`src/rtl/im_loader_pkg.sv`:
```
// im_loader_pkg: constants and helpers shared by the instruction-memory
// loader, the instruction memory and instruction fetch.
//   IM_BASE_ADDR : byte address of the first instruction word (text base)
//   IM_DEPTH     : instruction memory capacity in words
//   IM_CNT_W     : width of a word counter able to hold IM_DEPTH
//   state_t      : loader state encoding
//   word_addr    : PC-form byte address of a word index
package im_loader_pkg;

  localparam logic [31:0] IM_BASE_ADDR = 32'h0000_3000;
  localparam int unsigned IM_DEPTH     = 4096;
  localparam int unsigned IM_CNT_W     = 13;

  typedef enum logic [1:0] {
    ST_IDLE = 2'd0,
    ST_LOAD = 2'd1,
    ST_DONE = 2'd2
  } state_t;

  // base + 4*index, 32-bit unsigned.
  function automatic logic [31:0] word_addr(input logic [31:0] base,
                                            input logic [31:0] index);
    return base + {index[29:0], 2'b00};
  endfunction

endpackage

```
`src/rtl/im_loader_if.sv`:
```
// im_loader_if: byte-stream valid/ready channel carrying a program image.
//   data  : program byte
//   valid : data is valid
//   last  : final byte of the program, qualified by valid
//   ready : sink accepts a byte this cycle
// master = byte source, slave = loader.
interface im_loader_if;

  logic [7:0] data;
  logic       valid;
  logic       last;
  logic       ready;

  modport master (output data, output valid, output last, input ready);
  modport slave  (input data, input valid, input last, output ready);

endinterface

```
`src/rtl/im_loader_byte_packer.sv`:
```
// im_loader_byte_packer: assembles big-endian bytes into 32-bit words.
//   clk, reset_n : clock, asynchronous active-low reset
//   accept       : a byte transfers on this edge
//   last         : the accepted byte is the final one of the program
//   data         : the byte
//   word_ready   : this accept completes a word (4th byte or last)
//   word         : packed word including the current byte, low bytes zero
module im_loader_byte_packer (
  input  logic        clk,
  input  logic        reset_n,
  input  logic        accept,
  input  logic        last,
  input  logic [7:0]  data,
  output logic        word_ready,
  output logic [31:0] word
);

  logic [1:0]  idx;
  logic [31:0] sr;
  logic [31:0] lane;

  // sr only ever holds bytes already placed in their final lane, with the
  // not-yet-received lanes zero, so OR-ing in the current byte both packs
  // and zero-pads a short final word.
  always_comb begin
    lane = '0;
    case (idx)
      2'd0:    lane = {data, 24'h0};
      2'd1:    lane = {8'h0, data, 16'h0};
      2'd2:    lane = {16'h0, data, 8'h0};
      default: lane = {24'h0, data};
    endcase
    word       = sr | lane;
    word_ready = accept & (last | (idx == 2'd3));
  end

  always_ff @(posedge clk or negedge reset_n) begin
    if (!reset_n) begin
      idx <= '0;
      sr  <= '0;
    end else if (accept) begin
      if (word_ready) begin
        idx <= '0;
        sr  <= '0;
      end else begin
        idx <= idx + 2'd1;
        sr  <= word;
      end
    end
  end

endmodule

```
`src/rtl/im_loader.sv`:
```
// im_loader: writes a program received as a big-endian byte stream into the
// instruction memory, holding the CPU stalled while loading.
//   clk, reset_n : clock, asynchronous active-low reset
//   start        : one-cycle pulse, begins a load (ignored while loading)
//   in_bus       : byte stream (data/valid/last in, ready out)
//   im_we        : one-cycle IM write strobe per word
//   im_addr      : byte address of the word, BASE_ADDR + 4*index
//   im_wdata     : instruction word
//   busy         : loading or final write pending (CPU stall)
//   done         : level, load completed
//   overflow     : sticky, more than DEPTH words were presented
//   word_count   : words written in the current or last load
module im_loader
  import im_loader_pkg::*;
#(
  parameter logic [31:0] BASE_ADDR = IM_BASE_ADDR,
  parameter int unsigned DEPTH     = IM_DEPTH,
  parameter int unsigned CNT_W     = IM_CNT_W
) (
  input  logic             clk,
  input  logic             reset_n,
  input  logic             start,
  im_loader_if.slave       in_bus,
  output logic             im_we,
  output logic [31:0]      im_addr,
  output logic [31:0]      im_wdata,
  output logic             busy,
  output logic             done,
  output logic             overflow,
  output logic [CNT_W-1:0] word_count
);

  state_t      state;
  logic        ready_q;
  logic        finishing;
  logic        accept;
  logic        at_cap;
  logic        word_ready;
  logic [31:0] word;

  assign in_bus.ready = ready_q;
  assign accept       = in_bus.valid & ready_q;
  assign at_cap       = (word_count == CNT_W'(DEPTH));

  im_loader_byte_packer u_packer (
    .clk        (clk),
    .reset_n    (reset_n),
    .accept     (accept),
    .last       (in_bus.last),
    .data       (in_bus.data),
    .word_ready (word_ready),
    .word       (word)
  );

  // After the byte carrying last, LOAD lingers one cycle with ready low
  // ('finishing') so busy drops exactly as the final im_we pulse ends.
  always_ff @(posedge clk or negedge reset_n) begin
    if (!reset_n) begin
      state      <= ST_IDLE;
      ready_q    <= 1'b0;
      finishing  <= 1'b0;
      im_we      <= 1'b0;
      im_addr    <= '0;
      im_wdata   <= '0;
      busy       <= 1'b0;
      done       <= 1'b0;
      overflow   <= 1'b0;
      word_count <= '0;
    end else begin
      im_we <= 1'b0;
      case (state)
        ST_IDLE, ST_DONE: begin
          if (start) begin
            state      <= ST_LOAD;
            ready_q    <= 1'b1;
            finishing  <= 1'b0;
            busy       <= 1'b1;
            done       <= 1'b0;
            overflow   <= 1'b0;
            word_count <= '0;
          end
        end
        ST_LOAD: begin
          if (finishing) begin
            state     <= ST_DONE;
            finishing <= 1'b0;
            busy      <= 1'b0;
            done      <= 1'b1;
          end else if (accept) begin
            if (at_cap) begin
              overflow <= 1'b1;
            end else if (word_ready) begin
              im_we      <= 1'b1;
              im_wdata   <= word;
              im_addr    <= word_addr(BASE_ADDR, 32'(word_count));
              word_count <= word_count + CNT_W'(1);
            end
            if (in_bus.last) begin
              ready_q   <= 1'b0;
              finishing <= 1'b1;
            end
          end
        end
        default: state <= ST_IDLE;
      endcase
    end
  end

endmodule

```
`src/flat_wrapper.sv`:
```
// flat-port wrapper written by rule: the top's interface ports become plain ports
module im_loader_flat import im_loader_pkg::*;
#(
  parameter logic [31:0] BASE_ADDR = IM_BASE_ADDR,
  parameter int unsigned DEPTH     = IM_DEPTH,
  parameter int unsigned CNT_W     = IM_CNT_W
)
  (clk, reset_n, start, im_we, im_addr, im_wdata, busy, done, overflow, word_count, in_bus_data, in_bus_valid, in_bus_last, in_bus_ready);
  im_loader_if in_bus_i ();
  input  logic clk;
  input  logic reset_n;
  input  logic start;
  output logic im_we;
  output logic [31:0] im_addr;
  output logic [31:0] im_wdata;
  output logic busy;
  output logic done;
  output logic overflow;
  output logic [CNT_W-1:0] word_count;
  input wire logic [$bits(in_bus_i.data)-1:0] in_bus_data;
  input wire logic [$bits(in_bus_i.valid)-1:0] in_bus_valid;
  input wire logic [$bits(in_bus_i.last)-1:0] in_bus_last;
  output wire logic [$bits(in_bus_i.ready)-1:0] in_bus_ready;
  assign in_bus_i.data = in_bus_data;
  assign in_bus_i.valid = in_bus_valid;
  assign in_bus_i.last = in_bus_last;
  assign in_bus_ready = in_bus_i.ready;
  im_loader #(.BASE_ADDR(BASE_ADDR), .DEPTH(DEPTH), .CNT_W(CNT_W)) u_core (.clk(clk), .reset_n(reset_n), .start(start), .in_bus(in_bus_i), .im_we(im_we), .im_addr(im_addr), .im_wdata(im_wdata), .busy(busy), .done(done), .overflow(overflow), .word_count(word_count));
endmodule
```
`config.mk`:
```
export PLATFORM = sky130hd
export DESIGN_NAME = im_loader_flat
export DESIGN_NICKNAME = d
export VERILOG_FILES = /design/src/rtl/im_loader_pkg.sv /design/src/rtl/im_loader_if.sv /design/src/rtl/im_loader_byte_packer.sv /design/src/rtl/im_loader.sv /design/src/flat_wrapper.sv
export SDC_FILE = /design/constraint.sdc
export NUM_CORES = 1
export LEC_CHECK = 0
export ABC_AREA = 1
export CAP_MARGIN = 20
export CELL_PAD_IN_SITES_DETAIL_PLACEMENT = 0
export CELL_PAD_IN_SITES_GLOBAL_PLACEMENT = 1
export CORE_UTILIZATION = 34
export DETAILED_ROUTE_END_ITERATION = 12
export GPL_TIMING_DRIVEN = 1
export PLACE_DENSITY = 0.78
export SYNTH_ARGS = -nofsm -noshare
export SYNTH_HDL_FRONTEND = slang
export SYNTH_SLANG_ARGS = --single-unit
```
`constraint.sdc`:
```
create_clock -name clk -period 1.63 [get_ports clk]
set_input_delay 0.4075 -clock clk [delete_from_list [all_inputs] [get_ports clk]]
set_output_delay 0.4075 -clock clk [all_outputs]
set_load 0.005 [all_outputs]
```
# After elaboration in Yosys (flattened, before gate mapping)
# Cells that the tools add are included.
# op_classes
reduce_logical,11
n_mux,35
eq_ne,14
n_bitwise,6
addsub,3
# ops
operator,count
$pmux W32 S3,1
$mux W13,5
$mux W32,1
$or A32 B32 Y32,1
$pmux W13 S2,1
$mux W1,18
$add A14 B15 Y16 const A,1
$reduce_and A5 Y1,3
$add A13 B1 Y13 const B,1
$eq A13 B13 Y1 const B,1
$ne A2 B2 Y1 const B,6
$pmux W1 S2,5
$eq A2 B2 Y1 const B,3
$mux W2,3
$reduce_and A6 Y1,1
$eq A2 B1 Y1 const B,2
$logic_not A2 Y1,2
$ne A2 B1 Y1 const B,2
$pmux W2 S2,1
$reduce_and A2 Y1,2
$reduce_and A3 Y1,1
$add A2 B1 Y2 const B,1
$and A1 B1 Y1,2
$not A1 Y1,2
3 further kinds,3
# totals
reg_bits,119
word_cells,81
output_inout_bits,82
inputBits,13

# Longest topological paths before layout
# Gate-level depths: netlist of run 1.
# logic_depth
ltp_word,8
mapped_depth,10
ltp_nobuf,9

# Modules after synthesis
# Synthesis of run 1 repeated with hierarchy kept, for this count alone.
# unflattened
cells_unflattened,632
area_unflattened_um2,5026.1
# modules_own_cells
module,n_inst,area_per_inst_um2,seq_area_each_um2,cells_per_inst
im_loader,1,3195.6,1676.6,396
im_loader_byte_packer,1,1830.5,850.8,236

# Least setup slack after synthesis of run 1
# Ideal clock, no wire load.
# synth_timing
path_kind,flip-flop to flip-flop
from,reg u_core.word_count[10]
to,reg u_core.im_addr[12]
setup_time_ns,0.127
period_less_slack_ns,1.601
arrival_time_ns,1.474
stages_incl_launch_ff,11
path_slack_ns,0.029
t_required_ns,1.503
path_buffers,2
cell_sequence,dfrtp_1 inv_1 ha_1 nand3_1 nor2_1 nand2_1 nand3_4 buf_6 buf_6 nand2_1 o21ai_2
# synth_between
elab_chain_cells,3
word_cells_on_any_way,4
cone_classes,add/sub: 1; eq/ne: 1; bitwise: 1; reduce/logical: 1
# synth_rtl
item,line_no,text
start: declaration,im_loader.sv:30,output logic [CNT_W-1:0] word_count
start signal: assignment,im_loader.sv:96,word_count <= word_count + CNT_W'(1);
"parallel branches: the longest is 3 deep, another holds $add A14 B15 Y16",--,
end signal: assignment,im_loader.sv:95,"im_addr <= word_addr(BASE_ADDR, 32'(word_count));"
end: declaration,im_loader.sv:25,"output logic [31:0] im_addr,"
# Parallel ways; which one is timed is not known.
# A chain may end at the register's enable or synchronous reset.

# Final worst setup path of run 1
# layout_timing
from,reg u_core.im_wdata[3]
to,out im_wdata[3]
# layout_lines
item,line_no,text
start: declaration,im_loader.sv:26,"output logic [31:0] im_wdata,"
start signal: assignment,im_loader.sv:94,im_wdata <= word;
end: declaration,flat_wrapper.sv:15,output logic [31:0] im_wdata;
# No word-level cell between the ends.

==> results of run 1 <==
timing repair:
item / 4_1_cts / 5_1_grt
setup buffers: 15 / 8
gates resized for setup: 38 / 68
pin swaps: 3 / 8
gates cloned: 3 / 1
endpoints found under the setup margin: 57 / 105
hold endpoints to repair: 0 / 0
metal layers:
layer  track usage, %  share of wire (%)  up-vias
met5                0                  0        -
met4            5.148                1.5        0
met3            3.399                4.1       14
met2            30.26                 50      100
met1            24.06                 44     1850
li1                 -                  -     1841
final timing paths:
check / start / end / slack (ns)
hold reg to reg: u_core.im_addr[2] / u_core.im_addr[2] / 0.48
setup / recovery: u_core.im_wdata[3] / im_wdata[3] / 0.03
min in group clk: u_core.im_addr[2] / u_core.im_addr[2] / 0.48
max in group asynchronous: reset_n / u_core.word_count[9] / 1.07
hold / removal: reset_n / u_core.im_wdata[2] / 0.0008
setup reg to reg: u_core.word_count[6] / u_core.word_count[11] / 0.09
cell usage in the layout (no fill, tap or decap), drive strengths merged:
| cell | count |
|---|---|
| clkinv | 4 |
| dlygate4sd2 | 24 |
| inv | 38 |
| o21ai | 76 |
| nand3 | 15 |
| bufinv | 1 |
| xor2 | 7 |
| nor2 | 47 |
| ha | 10 |
| dlymetal6s2s | 36 |
| nand3b | 1 |
| nand4 | 2 |
| conb | 18 |
| clkdlybuf4s50 | 15 |
| dfrtp | 101 |
| o21a | 1 |
| clkbuf | 12 |
| buf | 63 |
| a31oi | 8 |
| nand2 | 105 |
| a21oi | 43 |
| or2 | 1 |
| o31ai | 2 |
| nor3 | 2 |
worst reg2reg max path, cell delays in order, from the launching register on:
cell,delay [ns]
dfrtp_2,0.40
buf_4,0.15
nor2_1,0.13
nand2_2,0.08
nor2_2,0.09
nand2_2,0.10
nand3_4,0.18
buf_6,0.14
inv_4,0.04
nand3_1,0.07
nand2_1,0.06
state kept, by name, summed over array words and instances, names as in the netlist, 2 cells and up:
name,count
u_core.im_addr,14
u_core.im_wdata,32
u_core.state,2
u_core.u_packer.idx,2
u_core.u_packer.sr,32
u_core.word_count,13
cells by family (layout without fill, tap and decap cells):
| group | after synthesis | after routing | share of synthesized area [%] |
|---|---|---|---|
| other cells | 1 | 18 | 0.08337 |
| simple gates | 172 | 173 | 15.66 |
| xor+xnor | 7 | 7 | 1.363 |
| flops | 101 | 101 | 56.19 |
| fa+ha+maj | 10 | 10 | 2.782 |
| buf+inv | 76 | 193 | 8.817 |
| compound gates | 130 | 130 | 15.10 |
per-stage QoR:
step                      util [%]  total power (W)    TNS [ns]  setup slack [ns]
after CTS                    48.15         0.009017  -0.0006758        -0.0006758
after detailed placement     44.21         0.006675      -16.16           -0.2780
after global routing         50.11         0.009723    -0.07016          -0.01875
final                        50.11         0.009121           0           0.02578
after global placement       44.21         0.006597      -14.92           -0.2070
after floorplan                  -         0.005026           0           0.02944
cell type report:
| class | count | area, sq um |
|---|---|---|
| inverters | 38 | 145.1 |
| clock buffers | 11 | 242.7 |
| well taps | 172 | 215.2 |
| fillers | 1173 | 6372 |
| repair buffers | 139 | 1459 |
| flip-flops and latches | 101 | 2532 |
| clock inverters | 5 | 57.56 |
| multi-input cells | 338 | 1749 |
power groups by stage:
stage | logic [W] | clock network, W | registers [W]
after CTS | 0.00331 | 0.00221 | 0.00349
after global placement | 0.00307 | 0 | 0.00353
after global routing | 0.00386 | 0.00231 | 0.00355
after floorplan | 0.00148 | 0 | 0.00354
after detailed placement | 0.00313 | 0 | 0.00354
final | 0.00348 | 0.00217 | 0.00347
==> impl_metrics.env, run 1 <==
export IMPL_ios=95
export IMPL_dp_final_hpwl_microns=7903
export IMPL_syn_inst=497
export IMPL_synth_largest_area_cell="dfrtp_1"
export IMPL_synth_enable_flop_cells=0
export IMPL_finalCritPeriodShare_pct=98.42
export IMPL_viasPerCell=4.733
export IMPL_rr_worst_depth=10
export IMPL_die_x_microns=117.0
export IMPL_combPwrFrac_pct=38.1
export IMPL_io_buffers=76
export IMPL_synth_commonest_cells="nand2_1 (105), dfrtp_1 (101), o21ai_0 (58)"
export IMPL_slowest_delay_ns=0.50
export IMPL_stdcell_area_sq_um=6401
export IMPL_synth_most_common_cell="nand2_1"
export IMPL_hold_slack_ns=0.0007780
export IMPL_synth_area_sq_um=4498
export IMPL_place_inst=761
export IMPL_slowest_stage="clkdlybuf4s50_1"
export IMPL_ir_drop_mv=0.7577
export IMPL_finalHoldViolCount=0
export IMPL_vias=3805
export IMPL_synth_flop_cell="dfrtp_1"
export IMPL_fin_skew_ns=0.008637
export IMPL_finalSetupViolations=0
export IMPL_clk_pin_slew_ns=0.07
export IMPL_grt_pass1_vias=3771
export IMPL_syn_to_final_growth_pct=42.31
export IMPL_p_clk_share_pct=23.8
export IMPL_critPathLaunchType="flip-flop"
export IMPL_die_h_microns=117.0
export IMPL_ys_seq_area_share_pct=56.19
export IMPL_synth_seq_cells=101
export IMPL_fin_crit_ns=1.604
export IMPL_critPathBufInv=1
export IMPL_crit_arrival_ns=1.20
export IMPL_p_sw_w=0.003041
export IMPL_start_util_pct=35.21
export IMPL_antenna_found_initial=0
export IMPL_routedWlPerCell_microns=14.72
export IMPL_drt_total_wl_microns=11840
export IMPL_power_density_nw_per_um2=1425
export IMPL_gr_total_overflow=0
export IMPL_status="finished clean"
export IMPL_cap_violations=0
export IMPL_p_leak_nw=3.635
export IMPL_holdCritPathClass="in -> async"
export IMPL_sw_frac_of_total_pct=33.34
export IMPL_cts_tree="yes"
export IMPL_cts_buffers_inserted=9
export IMPL_internal_power_w=0.006081
export IMPL_rows=41
export IMPL_h_tree_depth=3
export IMPL_fin_nets=650
export IMPL_synth_area_leaders="dfrtp_1 (56%), nand2_1 (8.8%), o21ai_0 (6.5%), a21oi_1 (4.8%), nor2_1 (3.8%)"
export IMPL_crit_type="reg -> out"
export IMPL_n_antenna_cell=0
export IMPL_path_cells="clkdlybuf4s50_1"
export IMPL_cts_hold_buf=0
export IMPL_async_flop_share_pct=100.0
export IMPL_grt_max_degree=35
export IMPL_first_pass_iters=4
export IMPL_seqPwrFrac_pct=38.1
export IMPL_root_buffer="clkbuf_16"
export IMPL_synth_area_per_cell_sq_um=9.050
export IMPL_ant_nets=0
export IMPL_clock_sinks=101
export IMPL_place_congestion=0.8265
export IMPL_max_freq_mhz=623.4
export IMPL_grt_pass1_wl_microns=18760
export IMPL_cts_buffer_depth=2
export IMPL_dpl_cell_area_sq_um=5647
export IMPL_worst_path_stages=1
export IMPL_die_area_sq_um=13690
export IMPL_synth_top_area_share_pct=56.19
export IMPL_maxSlewViolCount=0
export IMPL_drt_iter0_drc=224
export IMPL_drc=0
export IMPL_critPathTopFamily="buffers and inverters"
export IMPL_cp_required_ns=1.22
export IMPL_drive_gt1_share_pct=18.20
export IMPL_worstSkewPairLatency_ns=0.34
export IMPL_end_kind="primary output"
export IMPL_core_region_area_sq_um=12770
export IMPL_grt_usage_pct=18.09
export IMPL_cp_max_fo=2
export IMPL_final_cell_count_no_fill=804
export IMPL_yosysUniqueCellTypes=30
export IMPL_ys_warn_count=0
No activity file was read; power rests on OpenSTA's default activity.
==> run 2: changes to the inputs <==
--- a/config.mk
+++ b/config.mk
@@ -13,6 +13,7 @@
 export DETAILED_ROUTE_END_ITERATION = 12
 export GPL_TIMING_DRIVEN = 1
 export PLACE_DENSITY = 0.78
+export SKIP_LAST_GASP = 1
 export SYNTH_ARGS = -nofsm -noshare
 export SYNTH_HDL_FRONTEND = slang
 export SYNTH_SLANG_ARGS = --single-unit
==> constraint.sdc (replaced) <==
create_clock -name clk -period 1.4 [get_ports clk]
set_input_delay 0.35 -clock clk [delete_from_list [all_inputs] [get_ports clk]]
set_output_delay 0.35 -clock clk [all_outputs]
set_load 0.005 [all_outputs]
==> impl_metrics.env, run 2 (synthesis gave the netlist of run 1 again) <==
export IMPL_status="complete, but fails checks"
export IMPL_violations="negative setup slack"
export IMPL_n_antenna_cell=0
export IMPL_fin_crit_ns=1.633
export IMPL_grt_max_degree=47
export IMPL_crit_arrival_ns=1.88
export IMPL_holdCritPathClass="in -> async"
export IMPL_drt_iter0_drc=273
export IMPL_io_buffers=76
export IMPL_gr_total_overflow=0
export IMPL_place_congestion=0.8184
export IMPL_layout_commonest_cell="dfrtp_1"
export IMPL_routedWlPerCell_microns=17.14
export IMPL_sw_frac_of_total_pct=35.36
export IMPL_crit_type="reg -> reg"
export IMPL_rr_worst_depth=10
export IMPL_cts_tree="yes"
export IMPL_drt_met1_wl_microns=5944
export IMPL_grt_usage_pct=19.73
export IMPL_regToRegEndpoint="u_core.word_count[8]"
export IMPL_grt_pass1_wl_microns=20360
export IMPL_antenna_found_initial=0
export IMPL_maxSlewViolCount=0
export IMPL_critPathBufInv=3
export IMPL_power_density_nw_per_um2=1700
export IMPL_rows=41
export IMPL_post_place_ws_ns=-0.4820
export IMPL_syn_to_final_growth_pct=65.20
export IMPL_fin_ws_ns=-0.2326
export IMPL_drt_total_wl_microns=14830
export IMPL_drc=0
export IMPL_critPathTopFamily="simple AND/OR/NAND/NOR gates"
export IMPL_die_x_microns=117.0
export IMPL_grt_setup_unrepaired="true"
export IMPL_start_util_pct=35.21
export IMPL_cp_required_ns=1.65
export IMPL_final_cell_mix="dfrtp_1 (99), nand2_1 (77), buf_4 (72)"
export IMPL_combPwrFrac_pct=45.6
export IMPL_ir_drop_mv=0.8664
export IMPL_worst_r2r_setup_slack_ns=-0.23
export IMPL_path_cells="inv_2, ha_4, nand3_4, nor2_4, nand2_4, nand3_4, buf_8, inv_6, o21ai_2, nand2_1"
export IMPL_route_met2_wl_microns=7845
export IMPL_max_freq_mhz=612.5
export IMPL_p_clk_share_pct=22.0
export IMPL_worstSkewPairLatency_ns=0.36
export IMPL_fin_nets=711
export IMPL_internal_power_w=0.008165
export IMPL_ant_nets=0
export IMPL_clock_sinks=101
export IMPL_drive_gt1_share_pct=37.81
export IMPL_cts_buffers_inserted=9
export IMPL_die_area_sq_um=13690
export IMPL_end_kind="flip-flop"
export IMPL_top_layer_used="met4"
export IMPL_reg_top3="u_core.im_wdata x32, u_core.u_packer.sr x32, u_core.im_addr x14"
export IMPL_viasPerCell=4.923
export IMPL_path_common_cell="nand3_4"
export IMPL_dr_wl_met3_microns=640
export IMPL_grt_pass1_vias=4060
export IMPL_fin_skew_ns=0.01015
export IMPL_p_sw_w=0.004467
export IMPL_ios=95
export IMPL_seqPwrFrac_pct=32.5
export IMPL_finalHoldViolCount=0
export IMPL_cap_violations=0
export IMPL_die_h_microns=117.0
export IMPL_dpl_cell_area_sq_um=5758
export IMPL_cts_buffer_depth=2
export IMPL_r2r_start="u_core.word_count[10]"
export IMPL_fin_tns_setup_ns=-12.68
export IMPL_vias=4258
export IMPL_clk_pin_slew_ns=0.07
export IMPL_core_region_area_sq_um=12770
export IMPL_first_pass_iters=5
export IMPL_slowest_stage="dfrtp_2"
export IMPL_root_buffer="clkbuf_16"
export IMPL_critPathLaunchType="flip-flop"
export IMPL_cp_max_fo=8
export IMPL_dp_final_hpwl_microns=8202
export IMPL_finalSetupViolations=84
export IMPL_slowest_delay_ns=0.42
export IMPL_finalCritPeriodShare_pct=116.6
export IMPL_p_leak_nw=3.644
export IMPL_stdcell_area_sq_um=7431
export IMPL_h_tree_depth=3
## run 2: changes by cell type in the layout (fill, tap and decap cells not counted), sizes merged, moves of 4 or more
cell,change
dlygate4sd2,+19
clkbuf,+4
clkdlybuf4s15,+8
clkdlybuf4s50,-4
dlymetal6s2s,-36
buf,+68
## run 2: cell type report
class                      count  area [sq um]
fill                        1036          5343
multi-input combinational    338          2155
timing repair buffer         200          2054
tap                          172         215.2
clock buffer                  10         229.0
clock inverter                 6         92.59
inverter                      38         155.1
sequential                   101          2530
## run 2: worst max-delay path by stage
stage                                 from                   end  slack (ns)  depth (start not counted)
floorplan           u_core.u_packer.idx[0]    u_core.im_addr[12]       -0.09                          9
global placement              in_bus_valid  u_core.word_count[8]       -0.48                          8
detailed placement            in_bus_valid    u_core.im_wdata[3]       -0.48                          7
CTS                   u_core.word_count[1]  u_core.word_count[8]       -0.11                          8
global route         u_core.word_count[11]  u_core.word_count[8]       -0.27                         10
finish               u_core.word_count[10]  u_core.word_count[8]       -0.23                         10
## run 2: per-layer routing
metal / GRT usage [%] / vias to the layer above
met5: 0 / -
met4: 6.414 / 0
met3: 4.892 / 30
met2: 34.32 / 145
met1: 24.03 / 2107
li1: - / 1976
## run 2: metrics by stage
step | utilization [%] | hold slack (ns) | total power, W | cells
2_1_floorplan | - | 0.05441 | 0.005881 | 514
3_3_place_gp | 45.08 | 0.2429 | 0.007913 | 776
3_5_place_dp | 45.08 | 0.2485 | 0.008017 | 776
4_1_cts | 53.13 | 0.4154 | 0.01170 | 839
5_1_grt | 58.17 | 0.4430 | 0.01330 | 865
6_report | 58.17 | 0.4071 | 0.01263 | 865
## run 2: timing repair
| action | in CTS | in global routing |
|---|---|---|
| resized for setup | 211 | 111 |
| buffers inserted | 46 | 27 |
| hold endpoints to repair | 14 | 0 |
| endpoints found under the setup margin | 141 | 107 |
| hold buffers | 1 | 0 |
| pin swaps | 15 | 23 |
| gates cloned | 3 | 7 |
## run 2: worst reg2reg max path, stage by stage (launching register included)
cell and delay (ns):
dfrtp_2 0.42, inv_2 0.08, ha_4 0.18, nand3_4 0.11
nor2_4 0.15, nand2_4 0.10, nand3_4 0.15, buf_8 0.17
inv_6 0.05, o21ai_2 0.05, nand2_1 0.07
## run 2: power by group through the flow
stage	Combinational (W)	Clock (W)	Sequential (W)
CTS	0.00484	0.00279	0.00407
floorplan	0.00176	0	0.00412
detailed placement	0.00391	0	0.00410
global placement	0.00383	0	0.00408
finish	0.00576	0.00278	0.00410
global route	0.00619	0.00292	0.00418
==> run 3: changes to the inputs <==
--- a/config.mk
+++ b/config.mk
@@ -9,10 +9,9 @@
 export CAP_MARGIN = 20
 export CELL_PAD_IN_SITES_DETAIL_PLACEMENT = 0
 export CELL_PAD_IN_SITES_GLOBAL_PLACEMENT = 1
-export CORE_UTILIZATION = 34
+export CORE_UTILIZATION = 38
 export DETAILED_ROUTE_END_ITERATION = 12
-export GPL_TIMING_DRIVEN = 1
-export PLACE_DENSITY = 0.78
+export PLACE_DENSITY = 0.82
 export SKIP_LAST_GASP = 1
 export SYNTH_ARGS = -nofsm -noshare
 export SYNTH_HDL_FRONTEND = slang
==> constraint.sdc (replaced) <==
create_clock -name clk -period 1.8 [get_ports clk]
set_input_delay 0.45 -clock clk [delete_from_list [all_inputs] [get_ports clk]]
set_output_delay 0.45 -clock clk [all_outputs]
set_load 0.005 [all_outputs]
==> impl_metrics.env, run 3 (synthesis gave the netlist of run 1 again) <==
export IMPL_status="finished clean"
export IMPL_max_freq_mhz=567.2
export IMPL_critPathBufInv=1
export IMPL_die_area_sq_um=12280
export IMPL_crit_type="reg -> out"
export IMPL_grt_max_degree=45
export IMPL_drc=0
export IMPL_place_congestion=0.8082
export IMPL_n_antenna_cell=0
export IMPL_slowest_delay_ns=0.52
export IMPL_critPathTopFamily="buffers and inverters"
export IMPL_start_util_pct=39.23
export IMPL_die_x_microns=110.8
export IMPL_power_density_nw_per_um2=1343
export IMPL_cts_buffer_depth=2
export IMPL_fin_ws_ns=0.03680
export IMPL_layout_commonest_cell="nand2_1"
export IMPL_slowest_stage="clkdlybuf4s50_1"
export IMPL_fin_skew_ns=0.007688
export IMPL_clk_pin_slew_ns=0.07
export IMPL_crit_arrival_ns=1.31
export IMPL_syn_to_final_growth_pct=31.43
export IMPL_final_cell_count_no_fill=747
export IMPL_reg_top3="u_core.im_wdata x32, u_core.u_packer.sr x32, u_core.im_addr x14"
export IMPL_final_cell_mix="nand2_1 (105), dfrtp_1 (93), clkdlybuf4s50_1 (73)"
export IMPL_ir_drop_mv=0.6955
export IMPL_stdcell_area_sq_um=5912
export IMPL_drt_total_wl_microns=10660
export IMPL_fin_crit_ns=1.763
export IMPL_gr_total_overflow=0
export IMPL_dp_final_hpwl_microns=7504
export IMPL_h_tree_depth=3
export IMPL_antenna_found_initial=0
export IMPL_end_kind="primary output"
export IMPL_cp_max_fo=7
export IMPL_root_buffer="clkbuf_16"
export IMPL_fin_tns_setup_ns=0
export IMPL_die_h_microns=110.8
export IMPL_p_leak_nw=2.772
export IMPL_dpl_cell_area_sq_um=5518
export IMPL_path_cells="clkdlybuf4s50_1"
export IMPL_finalHoldViolCount=0
export IMPL_rows=39
export IMPL_drive_gt1_share_pct=11.75
export IMPL_p_total_w=0.007938
export IMPL_fin_nets=624
export IMPL_routedWlPerCell_microns=14.27
export IMPL_post_place_ws_ns=-0.07983
export IMPL_ant_nets=0
export IMPL_drt_iter0_drc=248
export IMPL_io_buffers=76
export IMPL_worstSkewPairLatency_ns=0.35
export IMPL_cap_violations=0
export IMPL_maxSlewViolCount=0
export IMPL_critPathLaunchType="flip-flop"
export IMPL_core_region_area_sq_um=11470
export IMPL_grt_pass1_vias=3504
export IMPL_cts_buffers_inserted=9
export IMPL_finalCritPeriodShare_pct=97.96
export IMPL_finalSetupViolations=0
export IMPL_grt_pass1_wl_microns=17680
export IMPL_clock_sinks=101
export IMPL_grt_usage_pct=18.25
export IMPL_cp_required_ns=1.35
export IMPL_place_inst=723
export IMPL_grt_setup_unrepaired="false"
export IMPL_cts_tree="yes"
export IMPL_vias=3591
export IMPL_holdCritPathClass="in -> async"
export IMPL_viasPerCell=4.807
export IMPL_ios=95
export IMPL_first_pass_iters=4
-- run 3: stage by stage --
stage               hold WS (ns)  util, %
floorplan                 0.1544        -
global placement          0.4094    48.12
detailed placement        0.4122    48.12
CTS                      0.03109    50.91
global route             0.05648    51.55
finish                   0.03312    51.55
-- run 3: power by group --
| group | internal, W | leakage (nW) | switching (W) | total (W) |
|---|---|---|---|---|
| clock network | 0.00118 | 0.148 | 0.000800 | 0.00198 |
| registers | 0.00284 | 1.34 | 0.000344 | 0.00318 |
| logic | 0.00139 | 1.28 | 0.00139 | 0.00278 |
-- run 3: path summary, 6_finish.rpt --
kind / cells after the start / slack, ns / endpoint / start
min: 1 / 0.03 / u_core.u_packer.sr[4] / reset_n
min in group clk: 2 / 0.48 / u_core.busy / u_core.busy
max: 1 / 0.04 / word_count[7] / u_core.word_count[7]
min reg2reg: 2 / 0.48 / u_core.busy / u_core.busy
max in group asynchronous: 2 / 1.24 / u_core.word_count[8] / reset_n
max reg2reg: 8 / 0.20 / u_core.im_addr[7] / u_core.word_count[0]
-- run 3: timing repair --
action                                  in CTS  in global routing
buffers inserted                             1                  9
gates resized for setup                     10                  3
endpoints found under the setup margin       9                  7
hold buffers                                 0                  0
-- run 3: routing by layer --
| metal | global-route usage [%] | share of wire [%] | vias up | wire, microns |
|---|---|---|---|---|
| met5 | 0 | 0 | - | 0 |
| met4 | 7.289 | 1.8 | 0 | 191 |
| met3 | 4.210 | 3.9 | 15 | 415 |
| met2 | 28.24 | 47 | 79 | 4980 |
| met1 | 24.77 | 48 | 1713 | 5071 |
| li1 | - | - | 1784 | - |
-- run 3: cell type report --
cell class,instances,area [sq um]
fillers,1056,5555
flip-flops and latches,101,2537
multi-input cells,337,1638
repair buffers,114,1115
clock buffers,13,270.3
well taps,143,178.9
inverters,38,142.6
clock inverters,1,30.03
